[config.mk]
export PLATFORM = sky130hd
export DESIGN_NAME = csp_channel
export DESIGN_NICKNAME = d
export VERILOG_FILES = /design/src/rtl/csp_channel.sv
export SDC_FILE = /design/constraint.sdc
export NUM_CORES = 1
export LEC_CHECK = 0
export ABC_AREA = 1
export BUFFER_PORTS_ARGS = -buffer_cell sky130_fd_sc_hd__buf_4
export CORE_ASPECT_RATIO = 1.5
export CORE_MARGIN = 5
export CORE_UTILIZATION = 54
export CTS_CLUSTER_DIAMETER = 150
export DETAILED_ROUTE_END_ITERATION = 8
export PLACE_DENSITY = 0.87
export SETUP_SLACK_MARGIN = 0.5
export SLEW_MARGIN = 25
export SYNTH_ARGS = -nofsm -noshare
export SYNTH_HDL_FRONTEND = slang
export SYNTH_SLANG_ARGS = --single-unit
export TNS_END_PERCENT = 100
[constraint.sdc]
create_clock -name clk -period 3.4 [get_ports clk]
set_input_delay 0.17 -clock clk [delete_from_list [all_inputs] [get_ports clk]]
set_output_delay 0.17 -clock clk [all_outputs]
set_load 0.01 [all_outputs]
[src/rtl/csp_channel.sv]
`timescale 1ns/1ps
// Single-slot CSP channel: one WIDTH-bit token buffered between a bundled-data
// sender and receiver, using either a 4-phase or a 2-phase handshake.
//
//   state  | meaning
//   S_IDLE | sender side waiting for a request while the slot is empty
//   S_RTZ  | token captured, waiting for s_req to return to zero (4-phase only)
//   R_IDLE | nothing offered to the receiver yet
//   R_WAIT | token offered on r_req, waiting for r_ack (also the 2-phase "issued" mark)
//   R_RTZ  | token consumed, waiting for r_ack to return to zero (4-phase only)
module csp_channel #(
    parameter int WIDTH       = 8,
    parameter int HS_PROTOCOL = 0,
    parameter int CNT_WIDTH   = 16
) (
    input  logic                 clk,
    input  logic                 reset,
    input  logic                 s_req,
    input  logic [WIDTH-1:0]     s_data,
    output logic                 s_ack,
    output logic                 r_req,
    output logic [WIDTH-1:0]     r_data,
    input  logic                 r_ack,
    output logic                 full,
    output logic                 send_pending,
    output logic [CNT_WIDTH-1:0] xfer_cnt
);

    localparam logic       S_IDLE = 1'b0;
    localparam logic       S_RTZ  = 1'b1;
    localparam logic [1:0] R_IDLE = 2'd0;
    localparam logic [1:0] R_WAIT = 2'd1;
    localparam logic [1:0] R_RTZ  = 2'd2;

    logic             sState;
    logic [1:0]       rState;
    logic [WIDTH-1:0] slot;
    logic             sendReq;

    // A new request is a level in 4-phase and a req/ack disagreement in 2-phase.
    assign sendReq      = (HS_PROTOCOL != 0) ? (s_req ^ s_ack) : (s_req && (sState == S_IDLE));
    assign send_pending = sendReq && full;
    assign r_data       = slot;

    always_ff @(posedge clk) begin
        if (reset) begin
            sState   <= S_IDLE;
            rState   <= R_IDLE;
            slot     <= '0;
            full     <= 1'b0;
            s_ack    <= 1'b0;
            r_req    <= 1'b0;
            xfer_cnt <= '0;
        end else if (HS_PROTOCOL == 0) begin
            case (sState)
                S_IDLE: if (s_req && !full) begin
                    slot   <= s_data;
                    full   <= 1'b1;
                    s_ack  <= 1'b1;
                    sState <= S_RTZ;
                end
                S_RTZ: if (!s_req) begin
                    s_ack  <= 1'b0;
                    sState <= S_IDLE;
                end
                default: sState <= S_IDLE;
            endcase

            case (rState)
                R_IDLE: if (full) begin
                    r_req  <= 1'b1;
                    rState <= R_WAIT;
                end
                R_WAIT: if (r_ack) begin
                    r_req    <= 1'b0;
                    full     <= 1'b0;
                    xfer_cnt <= xfer_cnt + CNT_WIDTH'(1);
                    rState   <= R_RTZ;
                end
                R_RTZ: if (!r_ack) begin
                    rState <= R_IDLE;
                end
                default: rState <= R_IDLE;
            endcase
        end else begin
            if (sendReq && !full) begin
                slot  <= s_data;
                full  <= 1'b1;
                s_ack <= s_req;
            end

            case (rState)
                R_IDLE: if (full && (r_req == r_ack)) begin
                    r_req  <= ~r_req;
                    rState <= R_WAIT;
                end
                R_WAIT: if (r_ack == r_req) begin
                    full     <= 1'b0;
                    xfer_cnt <= xfer_cnt + CNT_WIDTH'(1);
                    rState   <= R_IDLE;
                end
                default: rState <= R_IDLE;
            endcase
        end
    end

endmodule

## After elaboration in Yosys (flattened, before gate mapping)

Index checks and enable logic that the tools add are counted.
W data, S select, Z words.

| storage, ports and cells | value |
|---|---|
| bits in registers | 30 |
| latch bits | 0 |
| bits in writable memories | 0 |
| bits in read-only memories | 0 |
| input port bits | 12 |
| output and inout bits | 28 |
| word-level logic and storage cells | 44 |
| memories kept | 0 |

| operators by class | value |
|---|---|
| add/sub/neg operators | 1 |
| multiply operators | 0 |
| divide/modulo/power cells | 0 |
| $lt $le $gt $ge | 0 |
| equal/unequal tests | 7 |
| shifts and indexed selects | 0 |
| multiplexer cells | 17 |
| bitwise logic cells | 1 |
| reduce and logical (&&, ||, !) cells | 11 |

Operators by type and width:

| kind | number |
|---|---|
| $add A16 B1 Y16 const B | 1 |
| $mux W1 | 10 |
| $ne A2 B2 Y1 const B | 4 |
| $mux W2 | 3 |
| $pmux W1 S2 | 3 |
| $pmux W2 S3 | 1 |
| $reduce_and A2 Y1 | 3 |
| $reduce_and A3 Y1 | 2 |
| $logic_and A1 B1 Y1 | 3 |
| $eq A2 B1 Y1 const B | 1 |
| $eq A2 B2 Y1 const B | 1 |
| $logic_not A2 Y1 | 1 |
| $ne A2 B1 Y1 const B | 1 |
| $reduce_bool A2 Y1 | 1 |
| $logic_not A1 Y1 | 1 |
| $not A1 Y1 | 1 |

## Longest topological paths before layout

| logic depth | value |
|---|---|
| word-level depth | 6 |
| gate-level depth with buffers | 8 |

## Worst setup path before layout

Ideal clock, no wire load.

| timing | value |
|---|---|
| kind | register to register |
| start | register xfer_cnt[0] |
| end | register xfer_cnt[8] |
| library setup time | 0.119 ns |
| arrival time | 1.156 ns |
| data required time | 3.281 ns |
| setup slack | 2.125 ns |
| cell stages (with the launch flop) | 7 |
| path buffers | 0 |
| clock period less this slack | 1.275 ns |
| cell sequence | dfxtp_1 -> ha_1 -> nand3_1 -> nor2_4 -> nand3_1 -> o21ai_0 -> a21oi_1 |

| between the ends | value |
|---|---|
| word-level cells in the longest chain between the ends | 1 |

Ends and longest elaborated chain:

| item | RTL line | text |
|---|---|---|
| start: declaration | 26 | `output logic [CNT_WIDTH-1:0] xfer_cnt` |
| start signal: assignment | 77 | `xfer_cnt <= xfer_cnt + CNT_WIDTH'(1);` |
| start signal: assignment | 99 | `xfer_cnt <= xfer_cnt + CNT_WIDTH'(1);` |
| $add A16 B1 Y16 | -- |  |

Every way passes these cells.
A chain may end at the register's enable or synchronous reset.

## Worst setup path in the final report

Same ends and word-level chain as after synthesis.

==> impl_metrics.json <==
{
  "end_kind": "flip-flop",
  "clock_latency_ns": 0.32,
  "register_area_um2": 601,
  "firstDrtPassIters": 4,
  "placedCellCount": 238,
  "tightest_slew_ns": 0.503,
  "min_from": "r_ack",
  "drtIter0Drc": 22,
  "tritoncts": "yes",
  "synth_top_area_cell": "dfxtp_1",
  "cp_slowest_cell": "dfxtp_1",
  "worstReg2RegEnd": "xfer_cnt[8]",
  "die-area_um2": 3570,
  "max_freq_mhz": 718,
  "power_density_nw_per_um2": 384,
  "rows": 22,
  "drive_gt1_frac": 0.253,
  "hold_viol": 0,
  "grt_usage": 0.184,
  "die_h_um": 70.8,
  "cpMostUsedCell": "nand3_1",
  "skew_ns": 0.00989,
  "min_path_type": "in2reg",
  "hpwl_um": 2360,
  "critical_path_class": "reg2reg",
  "critPathLaunch": "xfer_cnt[0]",
  "synth_top_area_share": 0.452,
  "die_w_um": 50.5,
  "cts_setup_buffers": 0,
  "crit-reg2reg-launch": "xfer_cnt[0]",
  "post_drt_wl_per_cell_um": 12.4,
  "final-setup-viol-count": 0,
  "grt_first_pass_wirelength_um": 5300,
  "ys.flop_type": "dfxtp_1",
  "startpoint_type": "flip-flop",
  "antenna_found_initial": 0,
  "synth_area_per_cell_um2": 7.47,
  "critPathMaxStageDelay_ns": 0.40,
  "synthesis.nets": 191,
  "cp_cell_sequence": "ha_1, nand3_1, nor2_4, nand3_1, o21ai_0, a21oi_1",
  "fin_cells": 245,
  "vias": 1263,
  "cts-buffers-inserted": 5,
  "clock-sinks": 30,
  "io_buffers": 39,
  "arrival_ns": 1.60,
  "design.core.area_um2": 2390,
  "irDropWorstVdd_uv": 248,
  "diodes": 0,
  "finalCritPeriodShare": 0.409,
  "slew_headroom": 0.664,
  "wl_um": 3030,
  "status": "finished clean",
  "rsz0062_at_grt": "no",
  "endpoint": "xfer_cnt[8]",
  "critPathRequiredTime_ns": 3.61,
  "drv_slew": 0,
  "syn_area_um2": 1330,
  "grt_pass1_vias": 1292,
  "worstPathMaxFanout": 6,
  "start_util": 0.555,
  "fillers": 194,
  "synthDistinctLibCells": 28,
  "grt_max_degree": 20,
  "syn_inst": 178,
  "r2r_slack_ns": 2.01,
  "clockRootBuffer": "clkbuf_4",
  "synth_area_leaders": "dfxtp_1, nand2_1, inv_1",
  "async_flop_share": 0,
  "place_congestion": 0.810,
  "drc": 0,
  "cts_hold_buf": 0,
  "yosys_warnings": 0,
  "final_nets": 234,
  "via_per_inst": 5.16,
  "p_total_w": 0.000646,
  "final.setup.tns_ns": 0,
  "syn_to_final_growth_pct": 26.6,
  "post-synth-top-count-cell": "nand2_1",
  "fin_crit_ns": 1.39,
  "rr_worst_depth": 6,
  "multi_input_area_um2": 603,
  "p_leak_nw": 0.763,
  "cts.path.max_buffers": 2,
  "ant_nets": 0,
  "htree_levels": 2,
  "ys_seq_area_frac": 0.452,
  "synth_seq_cells": 30,
  "cts_resized": 0,
  "clk_pin_slew_ns": 0.09,
  "synth_edf_count": 0,
  "ys_top_cells_by_count": "nand2_1, dfxtp_1, inv_1",
  "grt-ovfl-total": 0,
  "io_pins": 40,
  "maxCapViolations": 0
}
## how the worst min path moves through the flow
stage / end / slack, ns / cells after the start
2_1_floorplan: rState[0] / 0.27 / 1
3_3_place_gp: rState[0] / 0.39 / 2
3_5_place_dp: rState[0] / 0.40 / 2
4_1_cts: rState[0] / 0.05 / 2
5_1_grt: rState[0] / 0.05 / 2
6_report: rState[0] / 0.05 / 2
## critical path, delay by kind of cell (launching register included)
kind | cells | cell delay [ns]
compound gates | 2 | 0.24
simple gates | 3 | 0.42
fa+ha+maj | 1 | 0.22
flops | 1 | 0.40
## area by class of cell
type / instances / area share
Clock buffer: 5 / 0.0223
Inverter: 29 / 0.0647
Multi-Input combinational cell: 116 / 0.358
Timing Repair Buffer: 39 / 0.174
Tap cell: 24 / 0.0178
Clock inverter: 2 / 0.00595
Sequential cell: 30 / 0.357
## layout by cell type (no fill, tap or decap), drive strengths merged, types with 2 or more instances in the layout
cell | Yosys | final
buf | 2 | 39
a21oi | 17 | 17
inv | 28 | 28
clkbuf | 1 | 5
nor2 | 26 | 26
o21ai | 14 | 14
dfxtp | 30 | 30
nor3 | 3 | 3
nand2 | 32 | 32
clkinv | 1 | 3
nand3 | 11 | 11
xor2 | 2 | 2
nand4 | 4 | 4
o21bai | 2 | 2
## layer usage
layer | up-vias | routed length, µm | track usage
met5 | - | 0 | 0
met4 | 0 | 53 | 0.0710
met3 | 8 | 222 | 0.0632
met2 | 44 | 1640 | 0.338
met1 | 556 | 1120 | 0.182
li1 | 655 | - | -
## flip-flops by register name, summed over array words and instances, names as in the netlist
name,cells
r_req,1
s_ack,1
xfer_cnt,16
r_data,8
full,1
rState,2
sState,1
## logic make-up after synthesis
logic type               count (synthesis)  synth area share
adder cells (fa/ha/maj)                  1           0.00941
buffers and inverters                   32            0.0942
AO/OA/AOI/OAI                           36             0.144
AND/OR/NAND/NOR                         77             0.287
XOR/XNOR                                 2            0.0132
flip-flops                              30             0.452
## stage by stage
stage	instance area [µm²]	hold slack, ns	utilization	setup slack (ns)
floorplan	1330	0.270	-	2.12
global placement	1640	0.393	0.683	2.13
detailed placement	1640	0.398	0.683	2.02
CTS	1680	0.0464	0.703	2.00
global route	1680	0.0491	0.703	1.87
finish	1680	0.0517	0.703	2.01
## where the power goes
part	leakage, nW	internal, W	switching, W
Combinational	0.487	0.0000361	0.0000400
Sequential	0.245	0.000367	0.00000977
Clock	0.0308	0.0000742	0.000119
Total	0.763	0.000477	0.000169
Power figures use the tool's default switching activity.
